[config.mk]
export PLATFORM = sky130hd
export DESIGN_NAME = ast_pipe_slice_flat
export DESIGN_NICKNAME = d
export VERILOG_FILES = /design/src/rtl/ast_pipe_slice_if.sv /design/src/rtl/ast_pipe_slice.sv /design/src/flat_wrapper.sv
export SDC_FILE = /design/constraint.sdc
export NUM_CORES = 1
export LEC_CHECK = 0
export CORE_AREA = 2 2 136 138
export DETAILED_ROUTE_END_ITERATION = 8
export DIE_AREA = 0 0 138 140
export DONT_BUFFER_PORTS = 1
export GPL_TIMING_DRIVEN = 0
export PLACE_DENSITY = 0.81
export SYNTH_ARGS = -nofsm -noshare
export SYNTH_HDL_FRONTEND = slang
export SYNTH_SLANG_ARGS = --single-unit
[constraint.sdc]
create_clock -name main_clk_i -period 6.15 [get_ports main_clk_i]
set_input_delay 0.615 -clock main_clk_i [delete_from_list [all_inputs] [get_ports main_clk_i]]
set_output_delay 0.615 -clock main_clk_i [all_outputs]
set_load 0.005 [all_outputs]
[src/rtl/ast_pipe_slice_if.sv]
// Avalon-ST beat bundle shared by the sink and source sides of ast_pipe_slice.
// Handshake: a beat transfers on every clock edge where valid && ready are
// both high (ready latency 0). While valid is high the payload
// {data, empty, sop, eop} is the beat on offer; ready may change freely.
interface ast_pipe_slice_if #(
    parameter int DATA_W  = 64,
    parameter int EMPTY_W = 3
);
    logic [DATA_W-1:0]  data;
    logic               valid;
    logic               ready;
    logic [EMPTY_W-1:0] empty;
    logic               sop;
    logic               eop;

    modport master (output data, valid, empty, sop, eop, input ready);
    modport slave  (input data, valid, empty, sop, eop, output ready);
endinterface

[src/rtl/ast_pipe_slice.sv]
// Avalon-ST retiming pipeline: STAGES cascaded slices (skid or forward type),
// a held-beat occupancy counter and a sticky SOP/EOP framing monitor.
module ast_pipe_slice #(
    parameter int SYMBOLS   = 8,
    parameter int SYMBOL_W  = 8,
    parameter int EMPTY_W   = 3,
    parameter int STAGES    = 2,
    parameter int READY_REG = 1,
    parameter int FILL_W    = $clog2(2*STAGES+1)
) (
    input  logic              main_clk_i,
    input  logic              main_arst_i,
    ast_pipe_slice_if.slave   sink,
    ast_pipe_slice_if.master  source,
    output logic [FILL_W-1:0] fill_o,
    output logic              proto_err_o,
    input  logic              proto_err_clr_i
);
    localparam int DATA_W = SYMBOLS * SYMBOL_W;
    localparam int PW     = DATA_W + EMPTY_W + 2;

    typedef enum logic {FR_IDLE, FR_IN_PKT} fr_state_t;

    // Inter-stage links: index i feeds stage i, index i+1 is its output.
    logic [STAGES:0]         stg_valid;
    logic [STAGES:0]         stg_ready;
    logic [STAGES:0][PW-1:0] stg_pay;

    logic      alive_q;
    logic      sink_fire;
    logic      src_fire;
    logic      frame_err;
    fr_state_t fr_state;

    // Holds the sink closed from reset until the first edge after release.
    always_ff @(posedge main_clk_i or posedge main_arst_i) begin
        if (main_arst_i) alive_q <= 1'b0;
        else             alive_q <= 1'b1;
    end

    assign stg_valid[0]     = sink.valid && alive_q;
    assign stg_pay[0]       = {sink.data, sink.empty, sink.sop, sink.eop};
    assign sink.ready       = stg_ready[0] && alive_q;

    assign source.valid     = stg_valid[STAGES];
    assign {source.data, source.empty, source.sop, source.eop} = stg_pay[STAGES];
    assign stg_ready[STAGES] = source.ready;

    for (genvar i = 0; i < STAGES; i++) begin : g_stage
        if (READY_REG != 0) begin : g_skid
            logic          m_valid, s_valid, rdy_q;
            logic [PW-1:0] m_pay, s_pay;
            logic          in_fire, out_fire, m_free;
            logic          load_m_in, load_m_s, load_s;
            logic          m_valid_nxt, s_valid_nxt;

            assign in_fire     = stg_valid[i] && rdy_q;
            assign out_fire    = m_valid && stg_ready[i+1];
            assign m_free      = !m_valid || out_fire;
            assign load_m_s    = s_valid && out_fire;
            assign load_m_in   = in_fire && m_free;
            assign load_s      = in_fire && !m_free;
            assign m_valid_nxt = load_m_s || load_m_in || (m_valid && !out_fire);
            assign s_valid_nxt = load_s || (s_valid && !out_fire);

            // Valid flags and the registered ready (open while skid is empty).
            always_ff @(posedge main_clk_i or posedge main_arst_i) begin
                if (main_arst_i) begin
                    m_valid <= 1'b0;
                    s_valid <= 1'b0;
                    rdy_q   <= 1'b0;
                end else begin
                    m_valid <= m_valid_nxt;
                    s_valid <= s_valid_nxt;
                    rdy_q   <= !s_valid_nxt;
                end
            end

            // Payload registers: skid refills main first, so order is kept.
            always_ff @(posedge main_clk_i) begin
                if (load_m_s)       m_pay <= s_pay;
                else if (load_m_in) m_pay <= stg_pay[i];
                if (load_s)         s_pay <= stg_pay[i];
            end

            assign stg_ready[i]   = rdy_q;
            assign stg_valid[i+1] = m_valid;
            assign stg_pay[i+1]   = m_pay;
        end else begin : g_fwd
            logic          m_valid;
            logic [PW-1:0] m_pay;
            logic          in_fire, out_fire;

            // Ready is open if any stage from here down is empty or the
            // source accepts; built from flops directly to avoid a chain.
            assign stg_ready[i] = source.ready || ((~stg_valid[STAGES:i+1]) != '0);
            assign in_fire      = stg_valid[i] && stg_ready[i];
            assign out_fire     = m_valid && stg_ready[i+1];

            // Single holding register valid flag.
            always_ff @(posedge main_clk_i or posedge main_arst_i) begin
                if (main_arst_i)   m_valid <= 1'b0;
                else if (in_fire)  m_valid <= 1'b1;
                else if (out_fire) m_valid <= 1'b0;
            end

            // Payload capture on accept.
            always_ff @(posedge main_clk_i) begin
                if (in_fire) m_pay <= stg_pay[i];
            end

            assign stg_valid[i+1] = m_valid;
            assign stg_pay[i+1]   = m_pay;
        end
    end

    assign sink_fire = sink.valid && sink.ready;
    assign src_fire  = source.valid && source.ready;
    assign frame_err = sink_fire &&
                       ((fr_state == FR_IDLE) ? !sink.sop : sink.sop);

    // Occupancy: beats in minus beats out, across every stage.
    always_ff @(posedge main_clk_i or posedge main_arst_i) begin
        if (main_arst_i)                  fill_o <= '0;
        else if (sink_fire && !src_fire)  fill_o <= fill_o + FILL_W'(1);
        else if (!sink_fire && src_fire)  fill_o <= fill_o - FILL_W'(1);
    end

    // Framing monitor FSM with sticky error; a new error beats a clear.
    always_ff @(posedge main_clk_i or posedge main_arst_i) begin
        if (main_arst_i) begin
            fr_state    <= FR_IDLE;
            proto_err_o <= 1'b0;
        end else begin
            if (frame_err)            proto_err_o <= 1'b1;
            else if (proto_err_clr_i) proto_err_o <= 1'b0;
            if (sink_fire) begin
                if (sink.sop)      fr_state <= sink.eop ? FR_IDLE : FR_IN_PKT;
                else if (sink.eop) fr_state <= FR_IDLE;
            end
        end
    end
endmodule

[src/flat_wrapper.sv]
// flat-port wrapper written by rule: the top's interface ports become plain ports
module ast_pipe_slice_flat 
#(
    parameter int SYMBOLS   = 8,
    parameter int SYMBOL_W  = 8,
    parameter int EMPTY_W   = 3,
    parameter int STAGES    = 2,
    parameter int READY_REG = 1,
    parameter int FILL_W    = $clog2(2*STAGES+1)
)
  (main_clk_i, main_arst_i, fill_o, proto_err_o, proto_err_clr_i, sink_data, sink_valid, sink_empty, sink_sop, sink_eop, sink_ready, source_data, source_valid, source_empty, source_sop, source_eop, source_ready);
  ast_pipe_slice_if #(.DATA_W((64)), .EMPTY_W(EMPTY_W)) sink_i ();
  ast_pipe_slice_if #(.DATA_W((64)), .EMPTY_W(EMPTY_W)) source_i ();
  input  logic main_clk_i;
  input  logic main_arst_i;
  output logic [FILL_W-1:0] fill_o;
  output logic proto_err_o;
  input  logic proto_err_clr_i;
  input wire logic [$bits(sink_i.data)-1:0] sink_data;
  input wire logic [$bits(sink_i.valid)-1:0] sink_valid;
  input wire logic [$bits(sink_i.empty)-1:0] sink_empty;
  input wire logic [$bits(sink_i.sop)-1:0] sink_sop;
  input wire logic [$bits(sink_i.eop)-1:0] sink_eop;
  output wire logic [$bits(sink_i.ready)-1:0] sink_ready;
  output wire logic [$bits(source_i.data)-1:0] source_data;
  output wire logic [$bits(source_i.valid)-1:0] source_valid;
  output wire logic [$bits(source_i.empty)-1:0] source_empty;
  output wire logic [$bits(source_i.sop)-1:0] source_sop;
  output wire logic [$bits(source_i.eop)-1:0] source_eop;
  input wire logic [$bits(source_i.ready)-1:0] source_ready;
  assign sink_i.data = sink_data;
  assign sink_i.valid = sink_valid;
  assign sink_i.empty = sink_empty;
  assign sink_i.sop = sink_sop;
  assign sink_i.eop = sink_eop;
  assign sink_ready = sink_i.ready;
  assign source_data = source_i.data;
  assign source_valid = source_i.valid;
  assign source_empty = source_i.empty;
  assign source_sop = source_i.sop;
  assign source_eop = source_i.eop;
  assign source_i.ready = source_ready;
  ast_pipe_slice #(.SYMBOLS(SYMBOLS), .SYMBOL_W(SYMBOL_W), .EMPTY_W(EMPTY_W), .STAGES(STAGES), .READY_REG(READY_REG), .FILL_W(FILL_W)) u_core (.main_clk_i(main_clk_i), .main_arst_i(main_arst_i), .sink(sink_i), .source(source_i), .fill_o(fill_o), .proto_err_o(proto_err_o), .proto_err_clr_i(proto_err_clr_i));
endmodule
==> metrics.sh <==
DIE-AREA_UM2=19300
ROUTE.DETAILED.DRC=0
SLEW-LIMIT-HEADROOM_PCT=35.3
POST-ROUTE-MIN-PERIOD_PS=2320
SYNTH_CELLS=480
TIMING.CRITICAL_PATH.ARRIVAL_PS=2530
POST_SYNTH_NUM_CELL_TYPES=26
HPWL_REPORTED_AT_THE_END_OF_DETAILED_PLACEMENT_MM=11.5
LEAKAGEPOWER_nW=4.04
POWER.DENSITY_CELL_AREA_nW_PER_UM2=439
DIE-WIDTH_UM=138
GRT_USAGE_PCT=17.6
DRT.ANTENNA.VIOLATING_NETS=0
FP-ROW-COUNT=49
WORST_SETUP_SKEW_AFTER_LAYOUT_PS=14.0
PLACED_AREA_UM2=11000
CRITICAL_PATH_REQUIRED_PS=6360
FIRST_PASS_GRT_WIRE_LENGTH_MM=26.8
CTS_MAX_LEVEL=1
TRITONCTS='built'
DP_WORST_SETUP_SLACK_PS=3770
YS_SEQ_AREA_SHARE_PCT=81.4
TIGHTESTPINTRANSITION_PS=971
UNREPAIRED_SETUP_ENDPOINTS_AFTER_GLOBAL_ROUTING='false'
DIE_H_UM=140
RUN_STATUS='completed'
AVGSYNTHCELLAREA_UM2=22.0
DETAILEDROUTE.FIRSTPASSITERATIONCOUNT=4
FINALMAXSLEWVIOLATIONS=0
BUFFER_PORTS.INSERTED=0
WL_MM=17.3
FINAL_NETS=593
DP.CELLS=715
POSTCTSSETUPREPAIRBUFS=0
GRT_START_MAX_NET_PINS=70
MIN_PATH_CELLS=1
WORST_SETUP_PATH_END_KIND='flip-flop'
FINISH.UTILIZATION_PCT=67.3
NUM_IO_PINS=149
YOSYS_WARNINGS=0
CRITPATHMAXFANOUT=30
DRT_ITER0_MARKERS=210
SHARE_OF_THE_CLOCK_PERIOD_USED_BY_THE_WORST_PATH_PCT=37.8
GRT.OVERFLOW.TOTAL=0
POST_LAYOUT_NONFILLER_INSTANCES=768
PATH_CLASS='reg2reg'
DRIVE_ABOVE_1_SHARE_PCT=38.0
FLOORPLAN.INITIALDENSITY_PCT=59.3
CTS_INSERTED_BUFFERS=28
CLK_PIN_SLEW_PS=60
TIMING.FINAL.WS_SETUP_PS=3830
AVGVIACOUNTPERCELL=5.68
CLKSINKCOUNT=288
FINAL-SETUP-VIOL-COUNT=0
FIN_SETUP_TNS_PS=0
MAPPEDNETLISTNETS=556
ANTENNA_CELLS_INSERTED=0
R2R_CELLS=4
YOSYS_REGISTER_BITS=288
MAX_FREQ_GHz=0.430
WIRE_PER_INST_UM=22.6
HOLD_PATH.CLASS='in2reg'
VIA_COUNT=4360
VIAS_IN_THE_FIRST_GLOBAL_ROUTE=4655
CRIT_PATH_START_KIND='flip-flop'
SLOWEST_STAGE='sky130_fd_sc_hd__nor2b_4'
CLOCK_TREE.ROOT_CELL='sky130_fd_sc_hd__clkbuf_16'
MAXCAPVIOLCOUNT=0
FP.COREAREA_UM2=17800
CP_SLOWEST_STAGE_DELAY_PS=700
IR_DROP_mV=0.338
CLOCK_TREE.BUFFER_DEPTH=3
CLK_LATENCY_PS=520
FIN_TOTAL_PWR_mW=5.25
WHS_PS=184
FINALHOLDVIOLCOUNT=0
GPL.FINAL_WEIGHTED_CONGESTION=0.782
GRT_ANTENNA_BEFORE_REPAIR=0
AREA_GROWTH_PCT=13.4
PATH_CELLS='nor2b_1, nor2b_4, buf_16, buf_12'
SYNTH_AREA_UM2=10500
FINAL_CELL_AREA_UM2=12000
[Yosys cell counts]
cell | count | area [µm²]
sky130_fd_sc_hd__buf_6 | 8 | 90.1
sky130_fd_sc_hd__mux2_4 | 10 | 150
sky130_fd_sc_hd__a21oi_1 | 3 | 15.0
sky130_fd_sc_hd__nor2b_1 | 2 | 12.5
sky130_fd_sc_hd__o21ai_0 | 1 | 5.00
sky130_fd_sc_hd__mux2_2 | 129 | 1450
sky130_fd_sc_hd__nor2_1 | 2 | 7.51
sky130_fd_sc_hd__nand2b_1 | 1 | 6.26
sky130_fd_sc_hd__xor2_1 | 3 | 26.3
sky130_fd_sc_hd__edfxtp_1 | 276 | 8290
sky130_fd_sc_hd__inv_1 | 6 | 22.5
sky130_fd_sc_hd__xnor2_1 | 1 | 8.76
sky130_fd_sc_hd__dfrtp_1 | 12 | 300
sky130_fd_sc_hd__conb_1 | 1 | 3.75
sky130_fd_sc_hd__ha_1 | 1 | 12.5
sky130_fd_sc_hd__nand2_1 | 8 | 30.0
sky130_fd_sc_hd__and3_1 | 1 | 6.26
sky130_fd_sc_hd__and2_1 | 2 | 12.5
sky130_fd_sc_hd__o22ai_1 | 1 | 6.26
sky130_fd_sc_hd__fa_1 | 1 | 20.0
sky130_fd_sc_hd__a21o_1 | 1 | 7.51
sky130_fd_sc_hd__nand3_2 | 2 | 20.0
sky130_fd_sc_hd__o21a_1 | 1 | 7.51
sky130_fd_sc_hd__nand3_1 | 1 | 5.00
sky130_fd_sc_hd__buf_2 | 5 | 25.0
sky130_fd_sc_hd__buf_4 | 1 | 7.51
[cell families after synthesis]
logic type      Yosys count  synth area share, %
other cells               1               0.0355
mux                     139                 15.2
simple gates             19                0.949
buf+inv                  20                 1.38
compound gates            7                0.391
fa+ha+maj                 2                0.308
xor+xnor                  4                0.332
flops                   288                 81.4
[routing by layer]
metal / GRT usage [%] / wire length, µm / vias up
met5: 0 / 0 / -
met1: 21.9 / 6930 / 2239
met3: 3.86 / 922 / 33
met2: 31.4 / 9080 / 128
met4: 5.26 / 411 / 0
li1: - / - / 1960
[repair_timing]
| action | in CTS | in global routing |
|---|---|---|
| gates resized for setup | 0 | 0 |
| endpoints found under the hold margin | 12 | 0 |
| setup endpoints to repair | 0 | 0 |
| hold buffers | 1 | 0 |
[flip-flops by register name (all words and copies together), names as in the netlist]
register                       count
u_core.alive_q                     1
u_core.fill_o                      3
u_core.fr_state                    1
u_core.g_stage.g_skid.m_pay      138
u_core.g_stage.g_skid.m_valid      1
u_core.g_stage.g_skid.rdy_q        2
u_core.g_stage.g_skid.s_pay      138
u_core.g_stage.g_skid.s_valid      2
u_core.proto_err_o                 1
u_core.source.valid                1
[critical path: cells and delay by family (launching register included)]
family                 cells  cell delay [ps]
and+or+nand+nor            2             1040
DFF                        1              480
buffers and inverters      2              460
[where the power goes]
group          leakage, nW  internal (mW)  switching (mW)  total (mW)
logic                0.900          0.288           0.372       0.659
registers             2.68           2.67           0.194        2.86
clock network        0.463           1.06           0.667        1.72
total                 4.04           4.01            1.23        5.25
[final timing paths]
check                      slack, ps                                      endpoint                                          from
max                             3830  u_core.g_stage[1].g_skid.s_pay[24]$_DFFE_PP_                 u_core.source.valid$_DFF_PP0_
min                              180                   u_core.fr_state$_DFFE_PP0P_                                      sink_eop
max reg2reg                     3830  u_core.g_stage[1].g_skid.s_pay[24]$_DFFE_PP_                 u_core.source.valid$_DFF_PP0_
min reg2reg                      440  u_core.g_stage[1].g_skid.s_pay[54]$_DFFE_PP_  u_core.g_stage[0].g_skid.m_pay[54]$_DFFE_PP_
max in group asynchronous       5300    u_core.g_stage[0].g_skid.m_valid$_DFF_PP0_                                   main_arst_i
min in group asynchronous        540                  u_core.fill_o[1]$_DFFE_PP0P_                                   main_arst_i
[final cells by class]
type	count	area (µm²)
buffer	14	123
clock buffer	40	787
clock inverter	12	160
fill	1106	5820
inverter	6	22.5
multi-input combinational	172	1850
sequential	288	8590
tap	229	287
timing repair buffer	7	145
[cells in the final DEF (no fill, tap or decap), types with 2 or more instances in the layout]
cell                        count
sky130_fd_sc_hd__nand2_1        7
sky130_fd_sc_hd__a21oi_1        2
sky130_fd_sc_hd__mux2_4        10
sky130_fd_sc_hd__clkinv_2       4
sky130_fd_sc_hd__inv_1          6
sky130_fd_sc_hd__buf_16         2
sky130_fd_sc_hd__dfrtp_1       12
sky130_fd_sc_hd__clkbuf_1       9
sky130_fd_sc_hd__nand3_2        2
sky130_fd_sc_hd__buf_6          8
sky130_fd_sc_hd__mux2_2       129
sky130_fd_sc_hd__buf_12         4
sky130_fd_sc_hd__and2_1         2
sky130_fd_sc_hd__clkinv_1       3
sky130_fd_sc_hd__xor2_1         3
sky130_fd_sc_hd__bufinv_16      4
sky130_fd_sc_hd__edfxtp_1     276
sky130_fd_sc_hd__clkbuf_8       2
sky130_fd_sc_hd__clkbuf_16     29
sky130_fd_sc_hd__buf_2          5
No activity file was read; power rests on OpenSTA's default activity.
